File: src/rtl/row_req_ctrl.sv
`default_nettype none
// ============================================================================
// row_req_ctrl: latches per-row events as pending requests, presents them to
// a priority arbiter, and hands each granted row address to a ready/valid sink.
// Rev 1.0
// ============================================================================
module row_req_ctrl #(
  parameter int ROWS   = 16,
  parameter int ADDR_W = $clog2(ROWS),
  parameter int CNT_W  = 16
) (
  input  logic              clk_i,
  input  logic              reset_i,
  input  logic [ROWS-1:0]   event_i,
  output logic [ROWS-1:0]   req_o,
  input  logic [ROWS-1:0]   gnt_i,
  output logic [ADDR_W-1:0] addr_o,
  output logic              valid_o,
  input  logic              ready_i,
  output logic [CNT_W-1:0]  drop_cnt_o,
  output logic              gnt_err_o
);

  localparam int SUM_W = CNT_W + 1;

  typedef enum logic [0:0] {
    IDLE = 1'b0,
    SEND = 1'b1
  } state_t;

  state_t              state_q, state_d;
  logic [ROWS-1:0]     pend_q, pend_d;
  logic [ADDR_W-1:0]   addr_q, addr_d;
  logic                valid_q, valid_d;
  logic                err_q, err_d;
  logic [CNT_W-1:0]    drop_q, drop_d;

  logic                w_gnt_any;
  logic                w_gnt_onehot;
  logic                w_gnt_legal;
  logic [ADDR_W-1:0]   w_gnt_idx;
  logic [ROWS-1:0]     w_clr;
  logic [ROWS-1:0]     w_drops;
  logic [SUM_W-1:0]    w_drop_sum;

  always_comb begin
    w_gnt_any    = (gnt_i != '0);
    w_gnt_onehot = w_gnt_any && ((gnt_i & (gnt_i - ROWS'(1))) == '0);
    w_gnt_legal  = w_gnt_onehot && ((gnt_i & ~pend_q) == '0);

    // OR-encode is exact for a one-hot grant; illegal grants never use it.
    w_gnt_idx = '0;
    for (int i = 0; i < ROWS; i++) begin
      if (gnt_i[i]) begin
        w_gnt_idx = w_gnt_idx | ADDR_W'(i);
      end
    end

    state_d = state_q;
    addr_d  = addr_q;
    valid_d = valid_q;
    err_d   = err_q;
    w_clr   = '0;

    case (state_q)
      IDLE: begin
        if (w_gnt_legal) begin
          w_clr   = gnt_i;
          addr_d  = w_gnt_idx;
          valid_d = 1'b1;
          state_d = SEND;
        end else if (w_gnt_any) begin
          err_d = 1'b1;
        end
      end
      SEND: begin
        if (ready_i) begin
          valid_d = 1'b0;
          state_d = IDLE;
        end
      end
      default: state_d = IDLE;
    endcase

    // A row re-armed in the cycle it is granted keeps the new event and is not a drop.
    w_drops = event_i & pend_q & ~w_clr;
    pend_d  = (pend_q & ~w_clr) | event_i;

    w_drop_sum = {1'b0, drop_q};
    for (int i = 0; i < ROWS; i++) begin
      w_drop_sum = w_drop_sum + SUM_W'(w_drops[i]);
    end
    drop_d = w_drop_sum[CNT_W] ? '1 : w_drop_sum[CNT_W-1:0];
  end

  always_ff @(posedge clk_i or negedge reset_i) begin
    if (!reset_i) begin
      state_q <= IDLE;
      pend_q  <= '0;
      addr_q  <= '0;
      valid_q <= 1'b0;
      err_q   <= 1'b0;
      drop_q  <= '0;
    end else begin
      state_q <= state_d;
      pend_q  <= pend_d;
      addr_q  <= addr_d;
      valid_q <= valid_d;
      err_q   <= err_d;
      drop_q  <= drop_d;
    end
  end

  assign req_o      = (reset_i && state_q == IDLE) ? pend_q : '0;
  assign addr_o     = addr_q;
  assign valid_o    = valid_q;
  assign drop_cnt_o = drop_q;
  assign gnt_err_o  = err_q;

endmodule
`default_nettype wire
File: config.mk
export PLATFORM = sky130hd
export DESIGN_NAME = row_req_ctrl
export DESIGN_NICKNAME = d
export VERILOG_FILES = /design/src/rtl/row_req_ctrl.sv
export SDC_FILE = /design/constraint.sdc
export NUM_CORES = 1
export LEC_CHECK = 0
export CAP_MARGIN = 20
export CORE_ASPECT_RATIO = 1.25
export CORE_UTILIZATION = 49
export CTS_CLUSTER_SIZE = 10
export DETAILED_ROUTE_END_ITERATION = 16
export GPL_ROUTABILITY_DRIVEN = 0
export PLACE_DENSITY = 0.8
export SKIP_LAST_GASP = 1
export SYNTH_ARGS = -nofsm -noshare
export SYNTH_HDL_FRONTEND = slang
export SYNTH_SLANG_ARGS = --single-unit
File: constraint.sdc
create_clock -name clk_i -period 7.6 [get_ports clk_i]
set_input_delay 0.76 -clock clk_i [delete_from_list [all_inputs] [get_ports clk_i]]
set_output_delay 0.76 -clock clk_i [all_outputs]
set_load 0.005 [all_outputs]
# ---- Word-level counts from Yosys, hierarchy flattened
# Cells that the tools add are included.
# Widths: inputs -> output; s select.
dict set report classes {
  add_sub_neg 17
  eq_ne 2
  n_mux 25
  bitwise 10
  n_reduce_logical 9
}
# operator n
set op_table {}
lappend op_table {{$add 17x1->17} 15}
lappend op_table {{$and 16x16->16} 5}
lappend op_table {{$mux 16} 4}
lappend op_table {{$logic_not 16->1} 2}
lappend op_table {{$mux 4} 8}
lappend op_table {{$not 16->16} 2}
lappend op_table {{$add 16x1->17} 1}
lappend op_table {{$or 16x16->16} 1}
lappend op_table {{$reduce_bool 16->1} 1}
lappend op_table {{$sub 16x1->16 const B} 1}
lappend op_table {{$mux 3} 4}
lappend op_table {{$mux 1} 5}
lappend op_table {{$mux 2} 2}
lappend op_table {{$ne 2x2->1 const B} 2}
lappend op_table {{$pmux 1 s2} 2}
lappend op_table {{$reduce_and 2->1} 2}
lappend op_table {{$logic_and 1x1->1} 3}
lappend op_table {{$reduce_and 3->1} 1}
lappend op_table {{$not 1->1} 2}
dict set report word_totals {
  regBits 39
  inputBits 35
  output_inout_bits 38
  wordCells 69
}

# ---- Longest topological paths before layout
dict set report depth {
  depth_word 26
  depth_mapped 25
  depth_no_buf 23
}

# ---- Worst setup path before layout
# No wires, ideal clock.
dict set report synth_path {
  kind {input to register}
  start {input gnt_i[0]}
  end {register drop_q[3], in the netlist drop_cnt_o[3]}
  setup_ns 0.142
  t_arrival_ns 6.721
  t_required_ns 7.458
  slack_ns 0.737
  stages 24
  path_buffers 3
  cell_sequence {or4_4 nor4_4 a32oi_1 a31o_2 nor4_4 buf_6 buf_4 a21oi_1 fa_1 inv_1 fa_1 fa_1 inv_1 fa_1 inv_1 fa_1 inv_1 fa_1 a21o_1 a21o_1 a21oi_1 or3_1 clkbuf_1 o21ai_0}
}
dict set report synth_via {
  elab_chain_len 26
  elab_cells_between_ends 29
  cone_classes {add/sub (17); mux (3); bitwise (4); reduce/logical (5)}
}
# element line_no
set synth_rtl {}
lappend synth_rtl {{from (decl)} 16} ;# input logic [ROWS-1:0] gnt_i,
lappend synth_rtl {{$sub 16x1->16} 48} ;# w_gnt_onehot = w_gnt_any && ((gnt_i & (gnt_i - ROWS'(1))) == '0);
lappend synth_rtl {{$and 16x16->16} 48}
lappend synth_rtl {{$logic_not 16->1} 48}
lappend synth_rtl {{$logic_and 1x1->1} 48}
lappend synth_rtl {{$logic_and 1x1->1} 49} ;# w_gnt_legal = w_gnt_onehot && ((gnt_i & ~pend_q) == '0);
lappend synth_rtl {{$mux 16 (*)} 67} ;# if (w_gnt_legal) begin
lappend synth_rtl {{$mux 16 (*)} 65} ;# case (state_q)
lappend synth_rtl {{$not 16->16 (*)} 86} ;# w_drops = event_i & pend_q & ~w_clr;
lappend synth_rtl {{$and 16x16->16 (*)} 86}
lappend synth_rtl {{$add 16x1->17} 91} ;# w_drop_sum = w_drop_sum + SUM_W'(w_drops[i]);
lappend synth_rtl {{$add 17x1->17 (14 in series)} 91}
lappend synth_rtl {{$add 17x1->17 (*)} 91}
lappend synth_rtl {{$mux 16 (*)} 93} ;# drop_d = w_drop_sum[CNT_W] ? '1 : w_drop_sum[CNT_W-1:0];
lappend synth_rtl {{named net drop_d[3]} 36} ;# logic [CNT_W-1:0] drop_q, drop_d;
lappend synth_rtl {{to (signal assigned)} 110} ;# drop_q <= drop_d;
lappend synth_rtl {{to (decl)} 36}
# The timed path passes the listed nets; every way through them passes the cells marked *.
# A chain may end at the register's enable or synchronous reset.

# ---- Worst setup path after layout
dict set report layout_path {
  start {input gnt_i[2]}
  end {register drop_q[5], in the netlist drop_cnt_o[5]}
}
# Same word-level chain as after synthesis.

==> flow_summary.toml <==
[outcome]
status = "completed"

[sta]
finalHoldViolCount = 0
rsz0062_at_grt = "no"
fmax_ghz = 0.140
fin_ws_ps = 440
finalCritPeriodShare = 0.942
skew_ps = 8.79
slew_viol_final = 0
relSlewSlack = 0.446
setup_viol = 0
min_period_ps = 7160
tns_ps = 0
tightest_slew_ps = 829

[worst_setup_path]
critPathMaxFanout = 21
crit_type = "input port to flip-flop"
required_ps = 7820
start_kind = "input port"
critPathArrivalTime_ps = 7380
critPathCaptureType = "flip-flop"

[routing]
route.detailed.drc = 0
highest_layer = "met4"
drt-pass1-iter-count = 5
drt_iter0_drc = 221
num_vias = 2576
met3_length_microns = 486
wl_mm = 7.19
wl_per_cell_microns = 15.8
postRouteAntennaNets = 0
wl_met1_mm = 2.95
route.met2.wl_mm = 3.52
via_per_inst = 5.65

[final_layout]
drive_above_1_share = 0.0765
synthToLayoutAreaGrowth_pct = 33.4
fillCellCount = 448
finalNonFillerCells = 456
final_core_util = 0.680
nNetsFinal = 446
diodes = 0

[yosys]
synth_area_leaders = "dfrtp_1 (35%), fa_1 (8.7%), inv_1 (6.1%)"
syn-num-nets = 368
ys_seq_area_frac = 0.352
synth_top_area_cell = "dfrtp_1"
synth-edff-count = 0
synth.top_cell.area_share = 0.352
yosys_warnings = 0
synthArstFlopShare = 1.00
synth_cell_types = 45
synth_seq_cells = 39
synth.avg_cell_area_sq_um = 8.86
synth_most_common_cell = "inv_1"
synth_ff_type = "dfrtp_1"
synth_cells = 313
synth_area_sq_um = 2770
yosys-top-cells-count = "inv_1 (45), dfrtp_1 (39), nor2_1 (28)"

[die]
num_rows = 30
initial_core_util = 0.509
die_h_microns = 86.1
die-width_microns = 69.3
die-area_sq_um = 5970
io_pins = 73
core_sq_um = 5440

[clocking]
cts_resized = 0
post_cts_buffers = 0
clk-insertion-delay-late_ps = 300
root_buffer = "clkbuf_8"
clk_pin_slew_worst_paths_ps = 80
clock_path_buffers = 2
htreeDepth = 2
tritoncts = "built"
numCtsBuffers = 5
cts_sinks = 39
ctsHoldBuffers = 0

[run]
drv_cap = 0

[global_routing]
antenna_found_initial = 0
grt_pass1_vias = 2521
grt_max_degree = 41
grt_usage = 0.248
grt_overflow_total = 0
grt_pass1_wl_mm = 11.5

[power_and_ir_drop]
power_mw = 1.07
p_leak_nw = 1.70
power_density_nw_per_um2 = 290
ir_drop_mv = 0.390

[min_path]
min_path_type = "flip-flop to flip-flop"

[placement]
dp.cells = 448
dp_hpwl_mm = 5.50
post-place-ws_ps = 162
port_buffers = 72
## power breakdown
group | switching [mW] | internal, mW | total [mW]
logic | 0.309 | 0.309 | 0.618
clock network | 0.0746 | 0.106 | 0.181
registers | 0.0279 | 0.246 | 0.274
total | 0.411 | 0.661 | 1.07
## critical path, stage by stage
cell,delay [ps]
clkdlybuf4s50_1,530
or4_4,570
nor4_4,360
a32oi_1,120
a31o_2,290
nor4_4,380
buf_4,310
a21o_1,170
fa_1,440
fa_1,480
fa_1,540
inv_1,60
fa_1,540
inv_1,60
fa_1,430
inv_1,80
fa_1,190
a21o_1,120
a21o_1,140
a21oi_1,80
or3_1,440
buf_4,200
o21ai_0,70
## flip-flops by register name (all words and copies together) (netlist names)
register,cells
drop_cnt_o,16
pend_q,16
addr_o,4
gnt_err_o,1
state_q,1
valid_o,1
## logic make-up (layout without fill, tap and decap cells)
logic type / count (synthesis) / after routing / synth area share
adder cells (fa/ha/maj): 20 / 20 / 0.123
flip-flops: 39 / 39 / 0.352
buffers and inverters: 56 / 135 / 0.0830
AND/OR/NAND/NOR: 114 / 114 / 0.219
AO/OA/AOI/OAI: 72 / 72 / 0.179
XOR/XNOR: 5 / 5 / 0.0158
multiplexers: 7 / 7 / 0.0284
## cell usage in the layout, fill, tap and decap left out, types with 5 or more instances in the layout
cell type        Yosys  layout
dfrtp_1             39      39
a211o_1              6       6
ha_1                 8       8
a31oi_1             19      19
o21ai_0              9       9
clkbuf_8             0       6
buf_4                1      10
a21o_1               9       9
a211oi_1             6       6
nand3_1              8       8
clkdlybuf4s50_1      0      71
and2_1              16      16
inv_1               45      45
fa_1                12      12
a21oi_1              8       8
xnor2_1              5       5
nor2b_1             10      10
mux2_2               6       6
nand2_1             27      27
nand2b_1             5       5
nor2_1              28      28
## final cells by class
type | count | area [sq um] | area share
sequential | 39 | 976 | 0.264
inverter | 45 | 169 | 0.0457
clock inverter | 2 | 35.0 | 0.00947
tap | 64 | 80.1 | 0.0216
multi-input combinational | 218 | 1570 | 0.423
timing repair buffer | 82 | 791 | 0.214
clock buffer | 6 | 82.6 | 0.0223
## routing by layer
| layer | vias to the layer above | GRT usage |
|---|---|---|
| li1 | 1221 | - |
| met1 | 1214 | 0.290 |
| met2 | 120 | 0.433 |
| met3 | 21 | 0.0564 |
| met4 | 0 | 0.113 |
| met5 | - | 0 |
## per-stage QoR
step                      hold slack (ps)  area [sq um]
after global routing                  508          3700
after detailed placement              451          3580
after global placement                452          3580
after floorplan                       459          2770
after CTS                             473          3700
final                                 465          3700
## final timing paths
path | from | to | slack [ps] | depth (start not counted)
hold / removal | gnt_err_o | gnt_err_o | 470 | 1
min in group asynchronous | reset_i | pend_q[13] | 510 | 2
hold reg to reg | gnt_err_o | gnt_err_o | 470 | 1
max in group asynchronous | reset_i | pend_q[3] | 6710 | 2
setup / recovery | gnt_i[2] | drop_cnt_o[5] | 440 | 23
setup reg to reg | pend_q[11] | drop_cnt_o[5] | 1290 | 22
(Power assumes the default switching activity.)
==> RTL change (same settings) <==
`ROWS`: 16 -> 64.
--- a/src/rtl/row_req_ctrl.sv
+++ b/src/rtl/row_req_ctrl.sv
@@ -7,3 +7,3 @@
 module row_req_ctrl #(
-  parameter int ROWS   = 16,
+  parameter int ROWS   = 64,
   parameter int ADDR_W = $clog2(ROWS),
Ports: changed (resized addr_o, event_i, gnt_i and req_o); port bits go from 73 to 219. The function was not compared with the original's and may differ.
==> RTL change against the original RTL <==
- the run now fails in global routing
- area after synthesis increased to 3.2 times the old value
==> RTL change: results (changes against the original RTL) <==
Outcome
  – Status: stopped before the end
  – Failed at: global routing
  – Err: [ERROR GRT-0232] Routing congestion too high. Check the congestion heatmap in the GUI.

Logic synthesis
  – Post-synthesis adder-cell area fraction: 0.167 (+0.0445)
  – Largest cells by area after synthesis: dfrtp_1, fa_1, inv_1, a31oi_1, and2_1
  – Synth Area in XOR/XNOR: 0.00594 (-0.00985)
  – Syn nets: 1301 (+250%)
  – Yosys reg bits: 89 (+130%)
  – Synth Area in Compound Gates: 0.187 (+0.00789)
  – Ys flop type: dfrtp_1
  – Fraction of registers with async set/reset: 1.00 (unchanged)
  – Distinct cells, synth: 71 (+58%)
  – Top post-synthesis cells by count: inv_1, nor2_1, dfrtp_1, nand2_1, a31oi_1
  – Ys Warns: 0 (unchanged)
  – Mux cell area share after synthesis: 0.00891 (-0.0195)
  – Register area share after synthesis: 0.252 (-0.100)

Placement
  – Number of port buffers: 218 (+200%)
  – DP HPWL: 31400 µm (+470%)

Clock tree
  – Root Buffer: clkbuf_16
  – Cts bufs inserted: 9 (+4)
  – H-tree levels: 3 (+1)
  – Clk buf depth: 2 (unchanged)

STA
  – Worst endpoint type: register input
  – Worst setup endpoint GRT: drop_cnt_o[9]$_DFF_PN0_/D

Global route
  – GR Util All Layers: 0.632
  – Total grt overflow: 6
  – Pin count of the biggest net entering global routing: 65
[RTL change: cell types whose count changed after synthesis, sizes merged, moves of 27 or more]
cell / change
nor4: +48
and2: +50
nand2: +62
inv: +85
nor2b: +39
a31oi: +48
nor2: +67
dfrtp: +50
clkbuf: +37
a21oi: +27
a21o: +27
fa: +44
[RTL change: what timing repair did]
action                                  in CTS
endpoints found under the setup margin      16
pin swaps                                   86
gates cloned                                 2
resized for setup                          155
hold buffers                                 0
setup buffers                               28
endpoints found under the hold margin        0
[RTL change: through the flow]
step	utilization	worst slack [ps]	std cells	TNS [ps]	area, µm²
2_1_floorplan	-	-1810	1087	-27670	8980
3_3_place_gp	0.750	-2580	1736	-40330	13200
4_1_cts	0.802	-1940	1782	-30230	14100
3_5_place_dp	0.750	-2810	1736	-43660	13200
[RTL change: routing by layer]
layer	overflow	global-route usage
met5	0	0.253
met4	3	0.555
met3	0	0.507
met2	3	0.808
met1	0	0.619
